--- src/rtl/pipeline_pkg.sv ---
// rtl/pipeline_pkg.sv - shared pipeline constants, fetch-state enum and J-immediate helper
package pipeline_pkg;

  localparam logic [31:0] NOP_INSTR = 32'h0000_0013;
  localparam logic [6:0]  OPC_JAL   = 7'b1101111;

  typedef enum logic [1:0] {
    S_REQ  = 2'd0,
    S_WAIT = 2'd1,
    S_FULL = 2'd2
  } fetch_state_e;

  // Sign-extended J-type immediate; the decoder uses the same extraction.
  function automatic logic [31:0] j_imm(input logic [31:0] w);
    return {{11{w[31]}}, w[31], w[19:12], w[20], w[30:21], 1'b0};
  endfunction

endpackage

--- src/rtl/if_jal_predecode.sv ---
// rtl/if_jal_predecode.sv - combinational JAL detect and target for fetch-time prediction
module if_jal_predecode
  import pipeline_pkg::*;
(
  input  logic [31:0] word,
  input  logic [31:0] pc,
  output logic        is_jal,
  output logic [31:0] target
);

  assign is_jal = (word[6:0] == OPC_JAL);
  assign target = pc + j_imm(word);

endmodule

--- src/rtl/if_id_fetch_stage.sv ---
// rtl/if_id_fetch_stage.sv - PC, single-outstanding imem fetch and IF/ID register
// Optional fetch-time JAL prediction under IF_JAL_PREDICT_EN.
module if_id_fetch_stage #(
  parameter logic [31:0] RESET_PC  = 32'h0000_0000,
  parameter logic [31:0] NOP_INSTR = pipeline_pkg::NOP_INSTR
) (
  input  logic        clk,
  input  logic        reset,
  input  logic        ID_stall,
  input  logic        EX_redirect,
  input  logic [31:0] EX_redirect_pc,
  output logic        imem_req,
  output logic [31:0] imem_addr,
  input  logic        imem_gnt,
  input  logic        imem_rvalid,
  input  logic [31:0] imem_rdata,
  output logic        IF_ID_valid,
  output logic [31:0] IF_ID_instr,
  output logic [31:0] IF_ID_pc,
  output logic        IF_ID_take
);
  import pipeline_pkg::*;

  fetch_state_e state_q, state_d;
  logic [31:0]  pc_q, pc_d;
  logic [31:0]  buf_q, buf_d;
  logic         kill_q, kill_d;
  logic         valid_q, valid_d;
  logic [31:0]  instr_q, instr_d;
  logic [31:0]  id_pc_q, id_pc_d;
  logic         take_q, take_d;

  logic         accept;
  logic [31:0]  accept_word;
  logic [31:0]  redirect_target;
  logic [31:0]  next_pc;
  logic         next_take;

  assign redirect_target = {EX_redirect_pc[31:2], 2'b00};
  assign accept_word     = (state_q == S_FULL) ? buf_q : imem_rdata;

`ifdef IF_JAL_PREDICT_EN
  logic        is_jal;
  logic [31:0] jal_target;

  if_jal_predecode u_predecode (
    .word   (accept_word),
    .pc     (pc_q),
    .is_jal (is_jal),
    .target (jal_target)
  );

  assign next_pc   = is_jal ? jal_target : pc_q + 32'd4;
  assign next_take = is_jal;
`else
  assign next_pc   = pc_q + 32'd4;
  assign next_take = 1'b0;
`endif

  assign imem_req  = (state_q == S_REQ) && !EX_redirect;
  assign imem_addr = pc_q;

  always_comb begin
    state_d = state_q;
    pc_d    = pc_q;
    buf_d   = buf_q;
    kill_d  = kill_q;
    accept  = 1'b0;
    case (state_q)
      S_REQ: begin
        if (EX_redirect) begin
          pc_d = redirect_target;
        end else if (imem_gnt) begin
          state_d = S_WAIT;
        end
      end
      S_WAIT: begin
        if (imem_rvalid) begin
          // A response arriving under a redirect (now or earlier) belongs to the old path.
          if (kill_q || EX_redirect) begin
            kill_d  = 1'b0;
            state_d = S_REQ;
            if (EX_redirect) pc_d = redirect_target;
          end else if (!ID_stall) begin
            accept  = 1'b1;
            state_d = S_REQ;
          end else begin
            buf_d   = imem_rdata;
            state_d = S_FULL;
          end
        end else if (EX_redirect) begin
          kill_d = 1'b1;
          pc_d   = redirect_target;
        end
      end
      S_FULL: begin
        if (EX_redirect) begin
          pc_d    = redirect_target;
          state_d = S_REQ;
        end else if (!ID_stall) begin
          accept  = 1'b1;
          state_d = S_REQ;
        end
      end
      default: state_d = S_REQ;
    endcase
    if (accept) pc_d = next_pc;
  end

  always_comb begin
    valid_d = valid_q;
    instr_d = instr_q;
    id_pc_d = id_pc_q;
    take_d  = take_q;
    if (EX_redirect) begin
      valid_d = 1'b0;
      instr_d = NOP_INSTR;
      take_d  = 1'b0;
    end else if (!ID_stall) begin
      if (accept) begin
        valid_d = 1'b1;
        instr_d = accept_word;
        id_pc_d = pc_q;
        take_d  = next_take;
      end else begin
        valid_d = 1'b0;
        instr_d = NOP_INSTR;
        take_d  = 1'b0;
      end
    end
  end

  always_ff @(posedge clk or posedge reset) begin
    if (reset) begin
      state_q <= S_REQ;
      pc_q    <= RESET_PC;
      buf_q   <= 32'd0;
      kill_q  <= 1'b0;
      valid_q <= 1'b0;
      instr_q <= NOP_INSTR;
      id_pc_q <= 32'd0;
      take_q  <= 1'b0;
    end else begin
      state_q <= state_d;
      pc_q    <= pc_d;
      buf_q   <= buf_d;
      kill_q  <= kill_d;
      valid_q <= valid_d;
      instr_q <= instr_d;
      id_pc_q <= id_pc_d;
      take_q  <= take_d;
    end
  end

  assign IF_ID_valid = valid_q;
  assign IF_ID_instr = instr_q;
  assign IF_ID_pc    = id_pc_q;
  assign IF_ID_take  = take_q;

endmodule

--- config.mk ---
export PLATFORM = sky130hd
export DESIGN_NAME = if_id_fetch_stage
export DESIGN_NICKNAME = d
export VERILOG_FILES = /design/src/rtl/pipeline_pkg.sv /design/src/rtl/if_jal_predecode.sv /design/src/rtl/if_id_fetch_stage.sv
export SDC_FILE = /design/constraint.sdc
export NUM_CORES = 1
export LEC_CHECK = 0
export ABC_AREA = 0
export CAP_MARGIN = 20
export CORE_MARGIN = 5
export CORE_UTILIZATION = 44
export DETAILED_ROUTE_END_ITERATION = 7
export PLACE_DENSITY_LB_ADDON = 0.25
export SLEW_MARGIN = 20
export SYNTH_ARGS = -nofsm -noshare
export SYNTH_HDL_FRONTEND = slang
export SYNTH_SLANG_ARGS = --single-unit
--- constraint.sdc ---
create_clock -name clk -period 4.7 [get_ports clk]
set_clock_uncertainty 0.05 [all_clocks]
set_input_delay 1.41 -clock clk [delete_from_list [all_inputs] [get_ports clk]]
set_output_delay 1.41 -clock clk [all_outputs]
set_load 0.01 [all_outputs]
Yosys cells after proc, flatten, opt, wreduce, memory -nomap -nowiden --
Cells that the tools add are included.
Storage, ports and cells: flip-flop bits (word level) 133, input bits 70, word-level logic and storage cells 63
Cells by class: $add $sub $neg 1, equal/unequal tests 9, mux-type cells 30, bitwise logic cells 3, reductions and logical operators 12
Operators by type and width (count):
- 2-to-1 mux 32 bit | 8
- one-hot mux 32 bit (2 select lines) | 1
- adder 32 x 3 -> 32 bit (second input constant) | 1
- 2-to-1 mux 2 bit | 7
- 2-to-1 mux 1 bit | 12
- AND reduction 4 bit | 2
- inequality test 2 bit (second input constant) | 3
- one-hot mux 2 bit (3 select lines) | 1
- AND reduction 3 bit | 2
- inequality test 2 x 1 -> 1 bit (second input constant) | 2
- inequality test 4 bit (second input constant) | 1
- inequality test 3 bit (second input constant) | 1
- NOT 1 bit | 3
- nonzero test 3 bit | 1
- equality test 2 x 1 -> 1 bit (second input constant) | 1
- equality test 2 bit (second input constant) | 1
- zero test 2 bit | 1
- one-hot mux 1 bit (2 select lines) | 1
- AND reduction 2 bit | 1
- nonzero test 2 bit | 1
- OR reduction 2 bit | 1
- logical AND 1 bit | 1
- zero test 1 bit | 1
- logical OR 1 bit | 1

Depth between registers and ports, before layout --
depth after elaboration 7, gate-level depth with buffers 10

Worst setup path before layout --
OpenSTA, ideal clock, no wires.
path type input port to output port, from input port EX_redirect, to output port imem_req, arrival 1.711 ns, data required time 3.240 ns, slack 1.529 ns, stages on the path 2, buffers on the path 1, cells stage by stage buf_6 -> nor2b_1
Between the ends: longest elaborated chain between the ends 2
RTL lines:
- start: declaration | line if_id_fetch_stage.sv:10 | input logic EX_redirect,
- zero test 1 bit | line if_id_fetch_stage.sv:60 | assign imem_req = (state_q == S_REQ) && !EX_redirect;
- logical AND 1 bit | line if_id_fetch_stage.sv:60
- end: declaration | line if_id_fetch_stage.sv:12 | output logic imem_req,
Every way passes these cells.

Worst setup path after layout --
Ends and elaborated chain as after synthesis.

==> impl_metrics.env <==
export IMPL_grt_max_degree=129
export IMPL_clkLatencyLatePin_ps=420
export IMPL_place_port_buffers=161
export IMPL_cts_tree="yes"
export IMPL_start_util_pct=44.3
export IMPL_fin_crit_ps=4000
export IMPL_ys_flop_type="dfrtp_1"
export IMPL_synth_area_um2=6070
export IMPL_synthArstFlopShare_pct=100
export IMPL_leakage_nw=3.57
export IMPL_post_cts_buffers=0
export IMPL_core_area_um2=13700
export IMPL_std_cell_rows=43
export IMPL_ys_seq_area_share_pct=52.8
export IMPL_start_kind="primary input"
export IMPL_gp_congestion=0.842
export IMPL_slew_viol_final=0
export IMPL_final_cell_mix="161 x clkdlybuf4s50_1, 136 x nand2_1, 125 x dfrtp_1"
export IMPL_clkSlewWorstSetupHoldPaths_ps=60
export IMPL_crit_fanout=2
export IMPL_cts_hold_buf=0
export IMPL_fin_nets=846
export IMPL_ir_worst_vdd_v=0.000255
export IMPL_synth_seq_cells=128
export IMPL_wl_mm=17.2
export IMPL_status="completed"
export IMPL_rsz0062_at_grt="false"
export IMPL_antenna_cells=0
export IMPL_antenna_left=0
export IMPL_fin_cells=963
export IMPL_powerDensity_nw_per_um2=533
export IMPL_htree_levels=4
export IMPL_max_stage_delay_ps=560
export IMPL_placedCellCount=932
export IMPL_die_x_um=127
export IMPL_avgSynthCellArea_um2=9.89
export IMPL_fin_ws_ps=698
export IMPL_cp_cell_sequence="clkdlybuf4s50_1 -> nor2b_1 -> clkdlybuf4s50_1"
export IMPL_final_common_cell="clkdlybuf4s50_1"
export IMPL_crit_family="buffers and inverters"
export IMPL_drv_cap=0
export IMPL_synth_edf_count=0
export IMPL_antenna_found_initial=0
export IMPL_drive_gt1_share_pct=12.6
export IMPL_via_count=5332
export IMPL_dp_hpwl_mm=11.7
export IMPL_hold_viol_final=0
export IMPL_syn2layout_area_growth_pct=40.0
export IMPL_path_buf_inv=2
export IMPL_grt_pass1_wl_mm=28.2
export IMPL_grt_overflow=0
export IMPL_worstHoldPathType="flop to flop"
export IMPL_cts_sinks=128
export IMPL_period_share_pct=85.2
export IMPL_wl_per_cell_um=17.9
export IMPL_cts_buffers=17
export IMPL_cp_end_kind="primary output"
export IMPL_cts_buffer_depth=2
export IMPL_crit_path_frequent_cell="clkdlybuf4s50_1"
export IMPL_final_util_pct=62.0
export IMPL_drt_pass1_iter_count=5
export IMPL_crit_arrival_ps=2540
export IMPL_die_height_um=127
export IMPL_slew_limit_headroom_pct=45.4
export IMPL_place_ws_ps=659
export IMPL_grt_util_all_layers_pct=21.7
export IMPL_netlist_instances=614
export IMPL_setup_viol=0
export IMPL_worstPathRequired_ps=3240
export IMPL_cts_root_buffer="clkbuf_16"
export IMPL_die_area_um2=16200
export IMPL_crit_slowest_cell="clkdlybuf4s50_1"
export IMPL_yosys_warnings=0
export IMPL_ios=169
export IMPL_max_freq_mhz=250
export IMPL_setup_tns_ps=0
export IMPL_worstSetupPathType="primary input to primary output"
export IMPL_first_global_vias=5504
export IMPL_cts_resized_gates=0
export IMPL_first_iter_violations=598
export IMPL_total_power_mw=4.53
export IMPL_ys_types=66
export IMPL_drc=0
export IMPL_vias_per_cell=5.54
export IMPL_tightest_slew_ps=819
state kept, by name, summed over array words and instances (netlist names):
name	flops
IF_ID_instr	32
IF_ID_pc	30
IF_ID_valid	1
buf_q	32
imem_addr	30
kill_q	1
state_q	2
power by group:
group	leakage [nW]	switching (mW)	internal, mW
Sequential	1.62	0.303	1.45
Clock	0.303	0.496	0.900
Combinational	1.64	0.627	0.751
Total	3.57	1.43	3.10
synthesized netlist by cell type (2+ instances only):
library cell,instances,area share [%]
nand4_1,8,0.82
mux2i_1,32,5.3
and4_2,2,0.33
a2bb2oi_1,2,0.29
nand3_1,17,1.4
or2_2,2,0.21
nor3b_1,2,0.25
nor4_1,6,0.62
o22a_1,3,0.43
and2_2,2,0.25
o211ai_1,4,0.49
buf_1,4,0.25
and3_1,6,0.62
buf_6,2,0.37
nor3_1,15,1.2
dfrtp_1,125,52
nor2_1,27,1.7
o221ai_1,2,0.29
o21ai_0,48,4.0
or3_1,3,0.31
dfstp_2,3,1.3
mux2_2,33,6.1
o22ai_1,8,0.82
a311oi_1,3,0.43
a21oi_1,30,2.5
o21ai_1,2,0.16
buf_2,5,0.41
inv_1,12,0.74
nor2b_1,2,0.21
a221o_1,2,0.33
nand2b_1,2,0.21
o311ai_0,2,0.29
and3_2,2,0.25
clkbuf_1,20,1.2
buf_4,5,0.62
nand2_1,136,8.4
a31oi_1,2,0.21
ha_1,5,1.0
cell type report:
type	count	area, um^2
clock buffer	18	439
clock inverter	13	185
fill	1137	5220
inverter	13	52.6
multi-input combinational	440	2670
sequential	128	3210
tap	180	225
timing repair buffer	171	1720
metrics by stage:
stage / hold WS [ps] / area, um^2
after floorplan: 430 / 6090
after global placement: 408 / 7850
after detailed placement: 412 / 7880
after CTS: 426 / 8500
after global routing: 440 / 8500
final: 423 / 8500
layer usage:
layer,vias to the layer above,track usage [%],share of wire (%)
li1,2474,-,-
met1,2604,27.6,40
met2,217,35.6,49
met3,37,5.69,8.1
met4,0,7.89,2.2
met5,-,0,0
final timing paths:
kind | to | startpoint | cells past startpoint | slack [ps]
min in group asynchronous | IF_ID_instr[7] | reset | 3 | 1510
max in group asynchronous | kill_q | reset | 3 | 2600
setup / recovery | imem_req | EX_redirect | 3 | 700
setup reg to reg | imem_addr[22] | state_q[0] | 6 | 1780
hold / removal | IF_ID_pc[30] | IF_ID_pc[30] | 2 | 420
hold reg to reg | IF_ID_pc[30] | IF_ID_pc[30] | 2 | 420
cell families (layout without fill, tap and decap cells):
logic type,count (synthesis),count (layout),synth area share (%)
compound gates,124,124,12.5
fa+ha+maj,5,5,1.03
buf+inv,50,215,3.94
flops,128,128,52.8
mux,65,65,11.4
other cells,1,5,0.0618
simple gates,241,241,18.3
tightest hold or removal path, cell delays in order, from the launching register on:
cell and delay (ps):
dfrtp_1 340, nand2_1 50, nand2_1 50
No activity file was read; power rests on OpenSTA's default activity.
